### src/rtl/nrx_mainctl_pkg.sv
// Shared constants and helpers for the Rally-X main-CPU control block:
// register offsets, vector modes, parameter sanity and vector formatting.
package nrx_mainctl_pkg;

    localparam logic [3:0] OFS_IE_BASE = 4'd8;
    localparam logic [3:0] OFS_WDT     = 4'd15;

    localparam int VMODE_RAW = 0;
    localparam int VMODE_IDX = 1;

    function automatic bit params_ok(int nlatch, int nsrc, int vmode, int wdt_bits);
        return (nlatch >= 1) && (nlatch <= 8) &&
               (nsrc >= 1) && (nsrc <= 4) &&
               ((vmode == VMODE_RAW) || (vmode == VMODE_IDX)) &&
               (wdt_bits >= 4) && (wdt_bits <= 24);
    endfunction

    // Indexed mode folds the acknowledged source into bits 2:1, IM2 style.
    function automatic logic [7:0] vec_byte(int vmode, logic [7:0] base, logic [1:0] idx);
        return (vmode == VMODE_IDX) ? {base[7:3], idx, base[0]} : base;
    endfunction

endpackage

### src/rtl/nrx_mainctl_if.sv
// Main Z80 bus view of the control window: decoded strobes in, vector byte out.
interface nrx_mainctl_if;

    logic [3:0] AD;
    logic [7:0] DI;
    logic       LWE;
    logic       IOWE;
    logic       IACK;
    logic [7:0] VEC;

    modport master (output AD, DI, LWE, IOWE, IACK, input VEC);
    modport slave  (input AD, DI, LWE, IOWE, IACK, output VEC);

endinterface

### src/rtl/nrx_irq_prio.sv
// Interrupt core: per-source enable, rising-edge pending, IRQ/NMI routing,
// lowest-index priority and acknowledge capture/clear.
module nrx_irq_prio
    import nrx_mainctl_pkg::*;
#(
    parameter int              NSRC     = 2,
    parameter logic [NSRC-1:0] NMI_MASK = '0
) (
    input  logic            CLK,
    input  logic            RESET_n,
    input  logic [NSRC-1:0] ie_wr,
    input  logic            ie_val,
    input  logic            IACK,
    input  logic [NSRC-1:0] SRC,
    output logic [1:0]      ack_idx,
    output logic            INT_n,
    output logic            NMI_n
);

    logic [NSRC-1:0] en;
    logic [NSRC-1:0] pending;
    logic [NSRC-1:0] src_prev;
    logic [NSRC-1:0] int_pend;
    logic [NSRC-1:0] ack_clr;
    logic [NSRC-1:0] pending_nxt;
    logic            iack_prev;
    logic            ack_vld;
    logic [1:0]      win_idx;
    logic            win_vld;

    assign int_pend = pending & ~NMI_MASK;

    always_comb begin
        win_idx = '0;
        win_vld = 1'b0;
        for (int s = NSRC - 1; s >= 0; s--) begin
            if (int_pend[s]) begin
                win_idx = 2'(s);
                win_vld = 1'b1;
            end
        end
    end

    always_comb begin
        ack_clr = '0;
        for (int s = 0; s < NSRC; s++) begin
            if (!IACK && iack_prev && ack_vld && (ack_idx == 2'(s)))
                ack_clr[s] = 1'b1;
        end
    end

    // An enable write beats a coincident edge on the same source.
    assign pending_nxt = ((pending & ~ack_clr) | (SRC & ~src_prev & en)) & ~ie_wr;

    always_ff @(posedge CLK or negedge RESET_n) begin
        if (!RESET_n) begin
            en        <= '0;
            pending   <= '0;
            src_prev  <= '1;
            iack_prev <= 1'b0;
            ack_vld   <= 1'b0;
            ack_idx   <= '0;
        end else begin
            src_prev  <= SRC;
            iack_prev <= IACK;
            pending   <= pending_nxt;
            for (int s = 0; s < NSRC; s++) begin
                if (ie_wr[s])
                    en[s] <= ie_val;
            end
            if (IACK && !iack_prev) begin
                ack_idx <= win_idx;
                ack_vld <= win_vld;
            end else if (!IACK && iack_prev) begin
                ack_vld <= 1'b0;
            end
        end
    end

    assign INT_n = ~|int_pend;
    assign NMI_n = ~|(pending & NMI_MASK);

endmodule

### src/rtl/nrx_mainctl.sv
// Rally-X main-CPU control block: latch bank, vector base, interrupt core and
// optional watchdog (built when NRX_MAINCTL_WATCHDOG_EN is defined).
module nrx_mainctl
    import nrx_mainctl_pkg::*;
#(
    parameter int              NLATCH   = 6,
    parameter int              NSRC     = 2,
    parameter logic [NSRC-1:0] NMI_MASK = '0,
    parameter int              VMODE    = 0,
    parameter int              WDT_BITS = 16
) (
    input  logic              CLK,
    input  logic              RESET_n,
    nrx_mainctl_if.slave      bus,
    input  logic [NSRC-1:0]   SRC,
    output logic [NLATCH-1:0] LATCH,
    output logic              INT_n,
    output logic              NMI_n,
    output logic              WDT_RST
);

    if (!params_ok(NLATCH, NSRC, VMODE, WDT_BITS)) begin : g_bad_params
        $error("nrx_mainctl: parameter out of range");
    end

    logic [7:0]      base;
    logic [1:0]      ack_idx;
    logic [NSRC-1:0] ie_wr;

    always_comb begin
        ie_wr = '0;
        for (int s = 0; s < NSRC; s++)
            ie_wr[s] = bus.LWE && (bus.AD == OFS_IE_BASE + 4'(s));
    end

    always_ff @(posedge CLK or negedge RESET_n) begin
        if (!RESET_n) begin
            LATCH <= '0;
            base  <= '0;
        end else begin
            for (int k = 0; k < NLATCH; k++) begin
                if (bus.LWE && (bus.AD == 4'(k)))
                    LATCH[k] <= bus.DI[0];
            end
            if (bus.IOWE)
                base <= bus.DI;
        end
    end

    nrx_irq_prio #(
        .NSRC     (NSRC),
        .NMI_MASK (NMI_MASK)
    ) u_irq (
        .CLK     (CLK),
        .RESET_n (RESET_n),
        .ie_wr   (ie_wr),
        .ie_val  (bus.DI[0]),
        .IACK    (bus.IACK),
        .SRC     (SRC),
        .ack_idx (ack_idx),
        .INT_n   (INT_n),
        .NMI_n   (NMI_n)
    );

    assign bus.VEC = vec_byte(VMODE, base, ack_idx);

`ifdef NRX_MAINCTL_WATCHDOG_EN
    logic [WDT_BITS-1:0] wdt_cnt;
    logic                kick;

    assign kick = bus.LWE && (bus.AD == OFS_WDT);

    // A kick on the terminal count wins over the expiry pulse.
    always_ff @(posedge CLK or negedge RESET_n) begin
        if (!RESET_n) begin
            wdt_cnt <= '0;
            WDT_RST <= 1'b0;
        end else if (kick) begin
            wdt_cnt <= '0;
            WDT_RST <= 1'b0;
        end else begin
            wdt_cnt <= wdt_cnt + 1'b1;
            WDT_RST <= &wdt_cnt;
        end
    end
`else
    assign WDT_RST = 1'b0;
`endif

endmodule

### src/flat_wrapper.sv
// flat-port wrapper written by rule: the top's interface ports become plain ports
module nrx_mainctl_flat import nrx_mainctl_pkg::*;
#(
    parameter int              NLATCH   = 6,
    parameter int              NSRC     = 2,
    parameter logic [NSRC-1:0] NMI_MASK = '0,
    parameter int              VMODE    = 0,
    parameter int              WDT_BITS = 16
)
  (CLK, RESET_n, SRC, LATCH, INT_n, NMI_n, WDT_RST, bus_AD, bus_DI, bus_LWE, bus_IOWE, bus_IACK, bus_VEC);
  nrx_mainctl_if bus_i ();
  input  logic CLK;
  input  logic RESET_n;
  input  logic [NSRC-1:0] SRC;
  output logic [NLATCH-1:0] LATCH;
  output logic INT_n;
  output logic NMI_n;
  output logic WDT_RST;
  input wire logic [$bits(bus_i.AD)-1:0] bus_AD;
  input wire logic [$bits(bus_i.DI)-1:0] bus_DI;
  input wire logic [$bits(bus_i.LWE)-1:0] bus_LWE;
  input wire logic [$bits(bus_i.IOWE)-1:0] bus_IOWE;
  input wire logic [$bits(bus_i.IACK)-1:0] bus_IACK;
  output wire logic [$bits(bus_i.VEC)-1:0] bus_VEC;
  assign bus_i.AD = bus_AD;
  assign bus_i.DI = bus_DI;
  assign bus_i.LWE = bus_LWE;
  assign bus_i.IOWE = bus_IOWE;
  assign bus_i.IACK = bus_IACK;
  assign bus_VEC = bus_i.VEC;
  nrx_mainctl #(.NLATCH(NLATCH), .NSRC(NSRC), .NMI_MASK(NMI_MASK), .VMODE(VMODE), .WDT_BITS(WDT_BITS)) u_core (.CLK(CLK), .RESET_n(RESET_n), .bus(bus_i), .SRC(SRC), .LATCH(LATCH), .INT_n(INT_n), .NMI_n(NMI_n), .WDT_RST(WDT_RST));
endmodule
### config.mk
export PLATFORM = sky130hd
export DESIGN_NAME = nrx_mainctl_flat
export DESIGN_NICKNAME = d
export VERILOG_FILES = /design/src/rtl/nrx_mainctl_pkg.sv /design/src/rtl/nrx_mainctl_if.sv /design/src/rtl/nrx_irq_prio.sv /design/src/rtl/nrx_mainctl.sv /design/src/flat_wrapper.sv
export SDC_FILE = /design/constraint.sdc
export NUM_CORES = 1
export LEC_CHECK = 0
export ABC_CLOCK_PERIOD_IN_PS = 1600
export BUFFER_PORTS_ARGS = -buffer_cell sky130_fd_sc_hd__buf_4
export CAP_MARGIN = 20
export CORE_UTILIZATION = 51
export CTS_CLUSTER_SIZE = 8
export DETAILED_ROUTE_END_ITERATION = 6
export PLACE_DENSITY = 0.89
export REMOVE_ABC_BUFFERS = 1
export SLEW_MARGIN = 10
export SYNTH_ARGS = -nofsm -noshare
export SYNTH_HDL_FRONTEND = slang
export SYNTH_SLANG_ARGS = --single-unit
### constraint.sdc
create_clock -name CLK -period 1.6 [get_ports CLK]
set_clock_uncertainty 0.2 [all_clocks]
set_input_delay 0.48 -clock CLK [delete_from_list [all_inputs] [get_ports CLK]]
set_output_delay 0.48 -clock CLK [all_outputs]
set_load 0.02 [all_outputs]
# ---- Word level (Yosys, flattened, before mapping)
# Index checks and enable logic that the tools add are counted.
dict set report totals {
  ff_bits 24
  in_bits 19
  out_inout_bits 17
  wordCells 58
}
dict set report classes {
  n_eq_ne 8
  mux 8
  bitwise 8
  reduce_logical 20
}
# operator n
set op_table {}
lappend op_table {{$logic_and 1x1->1} 13}
lappend op_table {{$and 2x2->2} 4}
lappend op_table {{$eq 4x2->1 const B} 2}
lappend op_table {{$eq 4x3->1 const B} 2}
lappend op_table {{$eq 4x4->1 const B} 2}
lappend op_table {{$mux 1} 7}
lappend op_table {{$not 2->2} 3}
lappend op_table {{$eq 4x1->1 const B} 1}
lappend op_table {{$logic_not 4->1} 1}
lappend op_table {{$logic_not 1->1} 3}
lappend op_table {{$eq 2x1->1 const B} 1}
lappend op_table {{$logic_not 2->1} 1}
lappend op_table {{$mux 2} 1}
lappend op_table {{$or 2x2->2} 1}
lappend op_table {{$reduce_bool 2->1} 1}
lappend op_table {{$reduce_or 2->1} 1}

# ---- Depth between registers and ports, before layout
# Gate-level depths: netlist (run 1).
dict set report logic_depth {
  word_depth 9
  ltp_mapped 5
  depth_no_buf 5
}

# ---- By module
# A second synthesis (run 1) with hierarchy kept.
dict set report hier_totals {
  hier_cells 76
  area_unflattened_um2 1009.7
}
# module instances cells_per_inst area_each_um2 seq_area_each_um2
set modules_own_cells {}
lappend modules_own_cells {nrx_mainctl 1 42 613.1 350.3}
lappend modules_own_cells {nrx_irq_prio 1 34 396.6 227.7}

# ---- Least setup slack after synthesis (run 1)
# Ideal clock, no wire load.
dict set report synth_timing {
  path_type {in2reg}
  start {input port bus_AD[3]}
  end {register u_core.LATCH[3]}
  setup_ns 0.125
  t_arrival_ns 1.207
  required_ns 1.275
  path_slack_ns 0.067
  cell_stages 3
  path_buffers 0
  cell_sequence {nand2b_1 and4bb_1 mux2_4}
}
dict set report synth_via {
  elab_chain_len 2
}
# item line_no
set synth_lines {}
lappend synth_lines {{start, declared} flat_wrapper.sv:19} ;# input wire logic [$bits(bus_i.AD)-1:0] bus_AD;
lappend synth_lines {{$eq 4x2->1} nrx_mainctl.sv:42} ;# if (bus.LWE && (bus.AD == 4'(k)))
lappend synth_lines {{$logic_and 1x1->1} nrx_mainctl.sv:42}
lappend synth_lines {{end signal, assigned by index} nrx_mainctl.sv:43} ;# LATCH[k] <= bus.DI[0];
lappend synth_lines {{end, declared} nrx_mainctl.sv:16} ;# output logic [NLATCH-1:0] LATCH,
# Every way passes these cells.
# A chain may end at the register's enable or synchronous reset.

# ---- Worst setup path after layout (run 1)
dict set report layout_timing {
  start {register u_core.u_irq.pending[0] (netlist: u_core.u_irq.int_pend[0])}
  end {output port INT_n}
}
dict set report layout_via {
  elab_chain_len 2
}
# item line_no
set layout_lines {}
lappend layout_lines {{start, declared} nrx_irq_prio.sv:21} ;# logic [NSRC-1:0] pending;
lappend layout_lines {{start signal, assigned} nrx_irq_prio.sv:66} ;# pending <= pending_nxt;
lappend layout_lines {{$reduce_or 2->1} nrx_irq_prio.sv:80} ;# assign INT_n = ~|int_pend;
lappend layout_lines {{$logic_not 1->1} nrx_irq_prio.sv:80}
lappend layout_lines {{end, declared} flat_wrapper.sv:16} ;# output logic INT_n;
# Every way passes these cells.

==> results of run 1 <==
layout make-up:
class	instances	area, um^2
timing repair buffer	39	314
fill	117	425
inverter	3	11.3
clock inverter	1	5.00
sequential	23	578
tap	25	31.3
clock buffer	3	22.5
multi-input combinational	44	395
cells by family after synthesis:
family	synth area share
flops	0.575
simple gates	0.139
mux	0.187
compound gates	0.0349
buf+inv	0.0311
fa+ha+maj	0.0249
other cells	0.00747
how the worst max path moves through the flow:
stage / start / endpoint / depth (start not counted)
6_report: u_core.u_irq.int_pend[0]$_DFF_PN0_ / INT_n / 2
5_1_grt: u_core.u_irq.int_pend[0]$_DFF_PN0_ / INT_n / 2
4_1_cts: u_core.u_irq.int_pend[0]$_DFF_PN0_ / INT_n / 2
3_5_place_dp: bus_AD[3] / u_core.LATCH[2]$_DFFE_PN0P_ / 4
3_3_place_gp: bus_AD[3] / u_core.LATCH[2]$_DFFE_PN0P_ / 4
2_1_floorplan: bus_AD[3] / u_core.LATCH[3]$_DFFE_PN0P_ / 3
synthesized netlist by cell type:
master and n:
dfrtp_1 21, mux2_1 12, o21ai_0 4, inv_1 3
nand2_1 3, nand3b_1 3, a21oi_1 2, and3b_1 2
buf_4 2, conb_1 2, dfstp_2 2, ha_1 2
mux2_2 2, mux2_4 2, nor4b_2 2, and4bb_1 1
buf_2 1, nand2b_1 1, nand3_1 1, nor2_1 1
nor3b_2 1, nor4_1 1, nor4_2 1, o21ai_1 1
worst max-delay path, stage by stage, from the launching register on:
cell and delay [ns]:
dfrtp_1 0.40, nor2_1 0.10, buf_4 0.14
power groups by stage:
| stage | Clock [mW] | Combinational (mW) | Sequential [mW] |
|---|---|---|---|
| after CTS | 0.272 | 0.427 | 0.743 |
| after global routing | 0.305 | 0.492 | 0.762 |
| after floorplan | 0 | 0.129 | 0.820 |
| final | 0.261 | 0.455 | 0.749 |
| after detailed placement | 0 | 0.383 | 0.765 |
| after global placement | 0 | 0.372 | 0.757 |
what timing repair did:
item                                    CTS  global route
hold buffers                              1             0
endpoints found under the hold margin    21             0
buffers inserted                          2             1
resized for setup                         0             5
endpoints found under the setup margin    1             6
layer usage:
layer / part of all wire / vias up / GRT usage
li1: - / 334 / -
met1: 0.43 / 349 / 0.230
met2: 0.54 / 15 / 0.322
met3: 0.027 / 2 / 0.0471
met4: 0.0044 / 0 / 0.0765
met5: 0 / - / 0
metrics by stage:
step | setup TNS, ns | utilization
6_report | -0.0312 | 0.761
5_1_grt | -0.0897 | 0.761
4_1_cts | -0.0343 | 0.747
3_5_place_dp | -0.562 | 0.717
3_3_place_gp | -0.364 | 0.717
2_1_floorplan | 0 | -
flip-flops by register name, summed over array words and instances (netlist names):
| name | cells |
|---|---|
| u_core.u_irq.src_prev | 2 |
| u_core.u_irq.ack_vld | 1 |
| u_core.u_irq.ack_idx | 1 |
| u_core.LATCH | 6 |
| u_core.bus.VEC | 8 |
| u_core.u_irq.iack_prev | 1 |
| u_core.u_irq.en | 2 |
| u_core.u_irq.int_pend | 2 |
==> results_dict.tcl, run 1 <==
set metrics [dict create \
    syn_inst 73 \
    totalWireLength_mm 1.82 \
    area_growth_pct 35.1 \
    cts-buffers-inserted 3 \
    crit_type "flop to primary output" \
    remaining_drc_errors 0 \
    htree_levels 1 \
    grt_pass1_vias 625 \
    ant_nets 0 \
    hold_class "input port to flop" \
    status "finished with violations" \
    hpwl_mm 1.36 \
    ir_drop_uv 899 \
    rows 15 \
    finalPower_mw 1.47 \
    initialDrtViolationCount 6 \
    drt_pre_antenna_iters 4 \
    rr_startpoint "u_core.u_irq.iack_prev$_DFF_PN0_" \
    leakage_nw 0.645 \
    final_area_mm2 0.00136 \
    synth_area_per_cell_um2 13.8 \
    setup_viol 1 \
    mostFrequentLayoutCell "buf_4" \
    ff2ff_setup_slack_ns 0.38 \
    power.internal_mw 1.03 \
    synth.top_cell.area_share 0.523 \
    io_buffers 33 \
    yosys-top-cells-area "dfrtp_1 (52%), mux2_1 (13%), dfstp_2 (5.2%), mux2_4 (3.0%), nor4b_2 (3.0%)" \
    antenna_found_initial 0 \
    crit_required_ns 0.92 \
    violations "negative setup slack" \
    min_from "SRC[0]" \
    p_sw_frac 0.300 \
    yosysSeqAreaShare 0.575 \
    finalMaxSlewViolations 0 \
    hold_end "u_core.u_irq.src_prev[0]$_DFF_PN1_" \
    pwr-share-seq 0.511 \
    drive_gt1_frac 0.460 \
    p_per_area_mw_per_mm2 1080 \
    critPathLaunchType "flop" \
    via_per_inst 5.07 \
    drv_cap 0 \
    final_nets 135 \
    placed_cells 130 \
    worstSetupEndpointType "primary output" \
    grt_start_max_net_pins 24 \
    netlist-cell-type-count 24 \
    period_minus_slack_ns 1.63 \
    rsz0062_at_grt "yes" \
    dpl_cell_area_mm2 0.00128 \
    die_x_um 46.4 \
    antenna_cells 0 \
    switchingPower_uw 440 \
    clock-sinks 23 \
    fmax_ghz 0.613 \
    timing.final.ws_setup_ns -0.0312 \
    clkPwrFrac 0.178 \
    routabilityCongestion 0.631 \
    core_area_mm2 0.00178 \
    critPathMaxFanout 2 \
    combPwrFrac 0.311 \
    wire_per_inst_um 13.2 \
    hold_ws_ns 0.0747 \
    mostFrequentLayoutCells "buf_4 (33), dfrtp_1 (21), mux2_1 (12), buf_6 (5), o21ai_0 (4)" \
    synth_seq_cells 23 \
    grt_pass1_wl_mm 2.76 \
    period_share 1.02 \
    vias 700 \
    worstSkewPairLatency_ns 0.31 \
    die_area_mm2 0.00215 \
    die_h_um 46.4 \
    rr_worst_depth 4 \
    io_pins 36 \
    arrival_ns 0.95 \
    initial_core_util 0.564 \
    synth_area_leader_cell "dfrtp_1" \
    r2r_end "u_core.u_irq.int_pend[0]$_DFF_PN0_" \
    pre_cts_ws_ns -0.110 \
    hold_violations 0 \
    root_buffer "clkbuf_4" \
    holdPathStages 1 \
    clockBufferDepth 2 \
    stdcell_count 138 \
    cts_tree "yes" \
    synth_area_mm2 0.00100 \
    grt.total_usage 0.191 \
    overflow 0 \
    yosys_warnings 0 \
    clkTransAtPathRegs_ns 0.12 \
]
Power figures use the tool's default switching activity.
==> inputs of run 2 (changes only) <==
--- a/config.mk
+++ b/config.mk
@@ -6,12 +6,12 @@
 export NUM_CORES = 1
 export LEC_CHECK = 0
 export ABC_CLOCK_PERIOD_IN_PS = 1600
-export BUFFER_PORTS_ARGS = -buffer_cell sky130_fd_sc_hd__buf_4
 export CAP_MARGIN = 20
-export CORE_UTILIZATION = 51
+export CORE_UTILIZATION = 55
 export CTS_CLUSTER_SIZE = 8
 export DETAILED_ROUTE_END_ITERATION = 6
-export PLACE_DENSITY = 0.89
+export DONT_BUFFER_PORTS = 1
+export PLACE_DENSITY = 0.77
 export REMOVE_ABC_BUFFERS = 1
 export SLEW_MARGIN = 10
 export SYNTH_ARGS = -nofsm -noshare
==> results_dict.tcl, run 2 (synthesis results as in run 1) <==
set metrics [dict create \
    status "complete, no violations" \
    grt.total_usage 0.188 \
    die_h_um 44.7 \
    cp.depth 1 \
    critPathMaxFanout 4 \
    final_area_mm2 0.00112 \
    power.internal_uw 893 \
    clkPwrFrac 0.200 \
    grt_start_max_net_pins 24 \
    htree_levels 1 \
    die_area_mm2 0.00200 \
    io_pins 36 \
    timing.final.ws_setup_ns 0.00375 \
    critPathCapture "INT_n" \
    path_buf_inv 0 \
    p_sw_frac 0.309 \
    finalMaxSlewViolations 0 \
    cts_tree "yes" \
    initial_core_util 0.582 \
    totalWireLength_mm 1.58 \
    cp-startpoint "u_core.u_irq.int_pend[1]$_DFF_PN0_" \
    core_area_mm2 0.00173 \
    initialDrtViolationCount 5 \
    hold_class "input port to flop" \
    grt_pass1_wl_mm 2.50 \
    worstSetupEndpointType "primary output" \
    critical-path-top-delay-family "flip-flops" \
    final_nets 102 \
    rsz0062_at_grt "yes" \
    routabilityCongestion 0.689 \
    critPathMaxStageDelay_ns 0.45 \
    mostFrequentLayoutCells "dfrtp_1 (21), mux2_1 (12), o21ai_0 (4), dlygate4sd3_1 (4)" \
    dpl_cell_area_mm2 0.00102 \
    antenna_cells 0 \
    hpwl_mm 1.10 \
    via_per_inst 5.34 \
    fin_util 0.648 \
    period_minus_slack_ns 1.60 \
    period_share 0.998 \
    combPwrFrac 0.153 \
    largest_reg_flops 8 \
    arrival_ns 0.92 \
    rr_worst_depth 4 \
    switchingPower_uw 399 \
    fill_cells 140 \
    fmax_ghz 0.626 \
    crit_required_ns 0.92 \
    setup_viol 0 \
    clockBufferDepth 2 \
    r2r_end "u_core.u_irq.int_pend[1]$_DFF_PN0_" \
    drt_pre_antenna_iters 2 \
    hold_violations 0 \
    critPathLaunchType "flop" \
    pwr-share-seq 0.647 \
    remaining_drc_errors 0 \
    ff2ff_setup_slack_ns 0.44 \
    die_x_um 44.7 \
    rows 15 \
    wire_per_inst_um 15.1 \
    vias 561 \
    leakage_nw 0.482 \
    ir_drop_uv 841 \
    antenna_found_initial 0 \
    ant_nets 0 \
    drive_gt1_frac 0.213 \
    overflow 0 \
    worst_path_max_delay_cell "dfrtp_1" \
    area_growth_pct 11.3 \
    mostFrequentLayoutCell "dfrtp_1" \
    worstSkewPairLatency_ns 0.31 \
    cts-buffers-inserted 3 \
    pre_cts_ws_ns 0.0297 \
    p_per_area_mw_per_mm2 1150 \
    drv_cap 0 \
    rr_startpoint "u_core.u_irq.iack_prev$_DFF_PN0_" \
    crit_type "flop to primary output" \
    grt_pass1_vias 543 \
    fin_setup_tns_ns 0 \
    root_buffer "clkbuf_4" \
    clkTransAtPathRegs_ns 0.12 \
    io_buffers 0 \
    path_cells "nor2_4" \
    clock-sinks 23 \
]
## run 2: changes by cell type in the layout (fill, tap and decap cells not counted), sizes merged
cell / previous run / this run
buf: 38 / 2
dlygate4sd3: 1 / 4
## run 2: per-stage QoR
| stage | instances | total power, mW | hold WS (ns) |
|---|---|---|---|
| CTS | 103 | 1.29 | -0.374 |
| floorplan | 70 | 0.949 | -0.0156 |
| global route | 105 | 1.37 | 0.0640 |
| detailed placement | 95 | 0.988 | -0.0150 |
| global placement | 95 | 0.974 | -0.0152 |
| finish | 105 | 1.29 | 0.0940 |
## run 2: routing by layer
layer,track usage,part of all wire,up-vias
li1,-,-,268
met1,0.215,0.43,275
met2,0.291,0.49,13
met3,0.100,0.060,5
met4,0.0909,0.020,0
met5,0,0,-
## run 2: how the worst min path moves through the flow
stage / startpoint / end / slack [ns] / cells past startpoint
finish: bus_DI[1] / u_core.bus.VEC[1]$_DFFE_PN0P_ / 0.09 / 1
global route: bus_DI[1] / u_core.bus.VEC[1]$_DFFE_PN0P_ / 0.06 / 1
CTS: RESET_n / u_core.bus.VEC[3]$_DFFE_PN0P_ / -0.37 / 0
detailed placement: RESET_n / u_core.u_irq.en[0]$_DFFE_PN0P_ / -0.02 / 0
global placement: RESET_n / u_core.LATCH[3]$_DFFE_PN0P_ / -0.02 / 0
floorplan: RESET_n / u_core.LATCH[0]$_DFFE_PN0P_ / -0.02 / 0
## run 2: timing repair
item | CTS | global route
setup endpoints to repair | 1 | 1
gates resized for setup | 2 | 0
endpoints found under the hold margin | 26 | 23
setup buffers | 1 | 0
hold buffers | 3 | 2
## run 2: final cells by class
type	count	area [um^2]	share of cell area
clock inverters	1	5.00	0.00447
flip-flops and latches	23	578	0.517
repair buffers	6	67.6	0.0604
clock buffers	3	22.5	0.0201
inverters	3	11.3	0.0101
well taps	25	31.3	0.0280
multi-input cells	44	403	0.360
## run 2: power by group through the flow
stage | registers, mW | logic [mW] | clock network, mW
finish | 0.836 | 0.198 | 0.258
global route | 0.852 | 0.223 | 0.296
CTS | 0.837 | 0.181 | 0.275
detailed placement | 0.842 | 0.146 | 0
global placement | 0.835 | 0.139 | 0
floorplan | 0.820 | 0.129 | 0
